==> src/rtl/pipe_stage_buf.sv <==
// Elastic pipeline buffer for decoded instruction fields: DEPTH register slots with
// valid/ready handshake, bubble collapsing, synchronous flush and an occupancy count.
module pipe_stage_buf #(
  parameter int unsigned OPCODE_W  = 4,
  parameter int unsigned OPERAND_W = 3,
  parameter int unsigned ADDR_W    = 4,
  parameter int unsigned DEST_W    = 3,
  parameter int unsigned DEPTH     = 2,
  parameter int unsigned CNT_W     = $clog2(DEPTH + 1)
) (
  input  logic                 clk,
  input  logic                 rst,
  input  logic                 in_valid,
  output logic                 in_ready,
  input  logic [OPCODE_W-1:0]  opcode,
  input  logic [OPERAND_W-1:0] operanda,
  input  logic [OPERAND_W-1:0] operandb,
  input  logic [ADDR_W-1:0]    dmaddr,
  input  logic [DEST_W-1:0]    dest,
  input  logic                 flush,
  output logic                 out_valid,
  input  logic                 out_ready,
  output logic [OPCODE_W-1:0]  out_opcode,
  output logic [OPERAND_W-1:0] out_operanda,
  output logic [OPERAND_W-1:0] out_operandb,
  output logic [ADDR_W-1:0]    out_dmaddr,
  output logic [DEST_W-1:0]    out_dest,
  output logic [CNT_W-1:0]     count
);

  localparam int unsigned PayloadW = OPCODE_W + 2 * OPERAND_W + ADDR_W + DEST_W;

  typedef logic [PayloadW-1:0] payload_t;

  logic [DEPTH-1:0] valid_q, valid_d;
  logic [DEPTH-1:0] move;
  payload_t         data_q [DEPTH];
  payload_t         data_d [DEPTH];
  payload_t         in_data, out_data;
  logic [CNT_W-1:0] count_q, count_d;
  logic             accept, xfer;

  assign in_data = {opcode, operanda, operandb, dmaddr, dest};

  // Walk from the output side: a slot may advance when the slot ahead is empty or leaving.
  always_comb begin
    logic go, mv;
    move = '0;
    go   = out_ready;
    for (int k = int'(DEPTH) - 1; k >= 0; k--) begin
      mv      = valid_q[k] & go & ~flush;
      move[k] = mv;
      go      = ~valid_q[k] | mv;
    end
  end

  assign in_ready = (~valid_q[0] | move[0]) & ~flush & ~rst;
  assign accept   = in_valid & in_ready;
  assign xfer     = move[DEPTH-1];

  always_comb begin
    valid_d = valid_q;
    data_d  = data_q;
    for (int k = 1; k < int'(DEPTH); k++) begin
      if (move[k-1]) begin
        valid_d[k] = 1'b1;
        data_d[k]  = data_q[k-1];
      end else if (move[k]) begin
        valid_d[k] = 1'b0;
      end
    end
    if (accept) begin
      valid_d[0] = 1'b1;
      data_d[0]  = in_data;
    end else if (move[0]) begin
      valid_d[0] = 1'b0;
    end
    if (flush) begin
      valid_d = '0;
      for (int k = 0; k < int'(DEPTH); k++) data_d[k] = '0;
    end
  end

  always_comb begin
    count_d = count_q;
    unique case ({accept, xfer})
      2'b10:   count_d = count_q + CNT_W'(1);
      2'b01:   count_d = count_q - CNT_W'(1);
      default: count_d = count_q;
    endcase
    if (flush) count_d = '0;
  end

  always_ff @(posedge clk or posedge rst) begin
    if (rst) begin
      valid_q <= '0;
      count_q <= '0;
      for (int k = 0; k < int'(DEPTH); k++) data_q[k] <= '0;
    end else begin
      valid_q <= valid_d;
      count_q <= count_d;
      for (int k = 0; k < int'(DEPTH); k++) data_q[k] <= data_d[k];
    end
  end

  // An empty output presents all-zero fields, i.e. a NOP.
  assign out_valid = valid_q[DEPTH-1] & ~flush;
  assign out_data  = out_valid ? data_q[DEPTH-1] : '0;
  assign {out_opcode, out_operanda, out_operandb, out_dmaddr, out_dest} = out_data;
  assign count = count_q;

endmodule

==> config.mk <==
export PLATFORM = sky130hd
export DESIGN_NAME = pipe_stage_buf
export DESIGN_NICKNAME = d
export VERILOG_FILES = /design/src/rtl/pipe_stage_buf.sv
export SDC_FILE = /design/constraint.sdc
export NUM_CORES = 1
export LEC_CHECK = 0
export ABC_AREA = 1
export BUFFER_PORTS_ARGS = -buffer_cell sky130_fd_sc_hd__buf_2
export CAP_MARGIN = 20
export CORE_ASPECT_RATIO = 1.5
export CORE_MARGIN = 3
export CORE_UTILIZATION = 56
export CTS_BUF_LIST = sky130_fd_sc_hd__clkbuf_8 sky130_fd_sc_hd__clkbuf_16
export CTS_CLUSTER_SIZE = 14
export DETAILED_ROUTE_END_ITERATION = 7
export HOLD_SLACK_MARGIN = 0.06
export PLACE_DENSITY = 0.8
export SYNTH_ARGS = -nofsm -noshare
export SYNTH_HDL_FRONTEND = slang
export SYNTH_SLANG_ARGS = --single-unit
==> constraint.sdc <==
create_clock -name clk -period 3.95 [get_ports clk]
set_input_delay 1.185 -clock clk [delete_from_list [all_inputs] [get_ports clk]]
set_output_delay 1.185 -clock clk [all_outputs]
set_load 0.02 [all_outputs]
==> flow_summary.yaml <==
cells_and_area:
  filler_cell_count: 242
  number_of_cells_in_the_finished_layout_apart_from_fillers: 263
  antenna-diode-count: 0
  flow.area_growth_from_synthesis_pct: 18.3
  nNetsFinal: 247
  final_util_pct: 72.0
  final_layout_size_suffix_gt1_share_pct: 29.6
clock_network:
  clock_sinks: 38
  cts_setup_buffers: 0
  cts.reportedPaths.clkPinSlew_ps: 70
  cts_hold_buffers: 0
  tritoncts.num_buffers: 5
  max-clock-path-buffers: 2
  insertion_delay_ps: 290
  cts_tree: "done"
  root_buffer: "sky130_fd_sc_hd__clkbuf_8"
  ctsHtreeMaxLevel: 2
  cts_resized: 0
pwr:
  ratio_of_total_power_to_cell_area_nw_per_um2: 375
  power_switching_share_pct: 25.2
  power.net_switching_mw: 0.190
  pwr-share-comb_pct: 10.1
  clockPowerShare_pct: 35.8
  sequentialPowerShare_pct: 54.1
  cell_internal_pwr_mw: 0.564
  ir_worst_vdd_uv: 266
  static-leakage-power_nw: 0.979
setup_path:
  crit_top_cell: "sky130_fd_sc_hd__buf_2"
  critical_path.max_stage_delay_ps: 390
  critPathTopFamily: "simple AND/OR/NAND/NOR gates"
  cp_data_arrival_time_ps: 2280
  worst_ep_required_time_ps: 2760
  critical_path.startpoint_type: "input port"
  critPathCaptureType: "output port"
  crit_type: "in2out"
  cp_slowest_cell: "sky130_fd_sc_hd__nand2_1"
  timing.critical_path.cells: "buf_2 > inv_2 > nand2_1 > nor2_1 > buf_2"
  worst-path-buf-inv: 3
  worstPathMaxFanout: 18
placement:
  routabilityCongestion: 0.759
  hpwlAfterDp_microns: 2600
  placedCellCount: 255
  io_buffer_count: 42
sta:
  skew_ps: 4.26
  drv_slew: 0
  tightest_slew_ps: 633
  setup_viol: 0
  share_of_the_cycle_needed_by_the_critical_path_after_routing_pct: 87.7
  grt_setup_unrepaired: "no"
  max_freq_mhz: 289
  shortest_clock_period_the_worst_path_allows_after_layout_ps: 3460
  finalHoldViolations: 0
  setup_tns_ps: 0
  relSlewSlack_pct: 57.7
routing:
  detailedRoute.firstPassIterationCount: 4
  post-route-drc-count: 0
  route.final.wire_length_microns: 3850
  routed_vias_inst: 5.40
  antenna_violating_nets_post_route: 0
  routed_wire_per_std_cell_microns: 14.6
  num_vias: 1420
  initialDrtViolationCount: 30
yosys:
  seq_area_frac_synth_pct: 56.0
  yosysUniqueCellTypes: 19
  syn_inst: 182
  post_synth.cell_area_avg_sq_um: 9.33
  netlist_area_sq_um: 1700
  synth_top_area_share_pct: 56.0
  synth.yosys.warnings: 0
  yosys_register_bits: 38
  yosys-top-cells-area: "sky130_fd_sc_hd__dfrtp_1 56%, sky130_fd_sc_hd__inv_1 8.8%, sky130_fd_sc_hd__nand3_2 7.1%"
  netlist.top_cell.by_area: "sky130_fd_sc_hd__dfrtp_1"
  synth.net_count: 204
die:
  core-area_sq_um: 2790
  die_h_microns: 73.4
  initial_core_util_pct: 60.8
  floorplan.io_pins: 43
  placement_rows: 23
  die_area_sq_um: 3740
  die_x_extent_microns: 51.0
global_routing:
  grt-ovfl-total: 0
  antenna_found_initial: 0
  pin_count_of_the_biggest_net_entering_global_routing: 39
  groute.usage.overall_pct: 24.1
  grt_pass1_vias: 1544
  grt_pass1_wl_microns: 6810
outcome:
  run_status: "finished clean"
hold_path:
  worst_hold_path_type: "reg2reg"
job:
  drv_cap: 0
==> layout by cell type, fill, tap and decap left out, types with 6 or more instances in the layout <==
cell type,synthesis,final
sky130_fd_sc_hd__nand3_2,12,12
sky130_fd_sc_hd__inv_1,40,41
sky130_fd_sc_hd__clkbuf_8,0,6
sky130_fd_sc_hd__nand3_1,11,11
sky130_fd_sc_hd__o21ai_1,10,10
sky130_fd_sc_hd__nand2_1,11,11
sky130_fd_sc_hd__o21ai_0,8,8
sky130_fd_sc_hd__buf_2,5,42
sky130_fd_sc_hd__nor2_1,18,18
sky130_fd_sc_hd__dfrtp_1,38,38
sky130_fd_sc_hd__o22ai_1,17,17
==> cell type report <==
| type | count | area (sq um) | share of cell area [%] |
|---|---|---|---|
| multi-input cells | 95 | 542 | 27.0 |
| clock buffers | 6 | 82.6 | 4.11 |
| repair buffers | 44 | 225 | 11.2 |
| clock inverters | 2 | 8.76 | 0.436 |
| well taps | 37 | 46.3 | 2.30 |
| flip-flops and latches | 38 | 951 | 47.3 |
| inverters | 41 | 154 | 7.66 |
==> path summary, 6_finish.rpt <==
| path | startpoint | cells after the start | endpoint | slack, ps |
|---|---|---|---|---|
| worst max register to register | valid_q[1]$_DFFE_PP0P_ | 7 | count[0]$_DFFE_PP0P_ | 2450 |
| max in group asynchronous | rst | 3 | data_q[10]$_DFFE_PP0P_ | 2610 |
| worst min-delay path | data_q[20]$_DFFE_PP0P_ | 2 | data_q[20]$_DFFE_PP0P_ | 520 |
| min in group asynchronous | rst | 3 | valid_q[1]$_DFFE_PP0P_ | 1000 |
| worst max-delay path | flush | 5 | out_dmaddr[1] | 490 |
| worst min register to register | data_q[20]$_DFFE_PP0P_ | 2 | data_q[20]$_DFFE_PP0P_ | 520 |
==> kinds of logic after synthesis <==
family	count (synthesis)	synth area share, %
and+or+nand+nor	57	19.2
AOI/OAI and AO/OA	37	12.2
DFF	38	56.0
buffers and inverters	49	12.1
xor gates and xnor gates	1	0.516
==> cell usage after synthesis <==
library cell / instances
sky130_fd_sc_hd__a21oi_1: 2
sky130_fd_sc_hd__and2_1: 1
sky130_fd_sc_hd__buf_2: 5
sky130_fd_sc_hd__buf_6: 2
sky130_fd_sc_hd__clkbuf_1: 1
sky130_fd_sc_hd__dfrtp_1: 38
sky130_fd_sc_hd__inv_1: 40
sky130_fd_sc_hd__inv_2: 1
sky130_fd_sc_hd__nand2_1: 11
sky130_fd_sc_hd__nand2_2: 2
sky130_fd_sc_hd__nand3_1: 11
sky130_fd_sc_hd__nand3_2: 12
sky130_fd_sc_hd__nand3_4: 1
sky130_fd_sc_hd__nand4_1: 1
sky130_fd_sc_hd__nor2_1: 18
sky130_fd_sc_hd__o21ai_0: 8
sky130_fd_sc_hd__o21ai_1: 10
sky130_fd_sc_hd__o22ai_1: 17
sky130_fd_sc_hd__xnor2_1: 1
==> registers in the layout, summed over array words and instances, names as in the netlist <==
| name | flops |
|---|---|
| valid_q | 2 |
| data_q | 34 |
| count | 2 |
==> power groups by stage <==
stage               clock [mW]  sequential, mW  combinational, mW
floorplan                    0           0.416             0.0497
global placement             0           0.415             0.0723
detailed placement           0           0.416             0.0756
CTS                      0.278           0.408             0.0760
global route             0.296           0.409             0.0851
finish                   0.270           0.408             0.0758
==> routing by layer <==
layer | track usage (%) | vias to the layer above | routed length (microns)
met3 | 5.07 | 8 | 218
met5 | 0 | - | 0
met1 | 28.9 | 701 | 1580
met4 | 10.5 | 0 | 59
li1 | - | 663 | -
met2 | 41.5 | 48 | 2000
==> through the flow <==
stage | worst slack [ps] | hold WS [ps] | cell area (sq um) | power (mW)
finish | 485 | 521 | 2010 | 0.754
global route | 340 | 548 | 2010 | 0.791
CTS | 448 | 526 | 2010 | 0.762
detailed placement | 470 | 509 | 1920 | 0.491
global placement | 552 | 501 | 1920 | 0.487
floorplan | 790 | 486 | 1700 | 0.465
==> worst register-to-register path, stage by stage, from the launching register on <==
cell and delay [ps]:
sky130_fd_sc_hd__dfrtp_1 440, sky130_fd_sc_hd__nand3_4 120, sky130_fd_sc_hd__nand3_2 110, sky130_fd_sc_hd__nand3_2 110, sky130_fd_sc_hd__nand2_2 340, sky130_fd_sc_hd__nand2_1 120, sky130_fd_sc_hd__nand3_1 90, sky130_fd_sc_hd__nand2_1 50
Power figures use the tool's default switching activity.
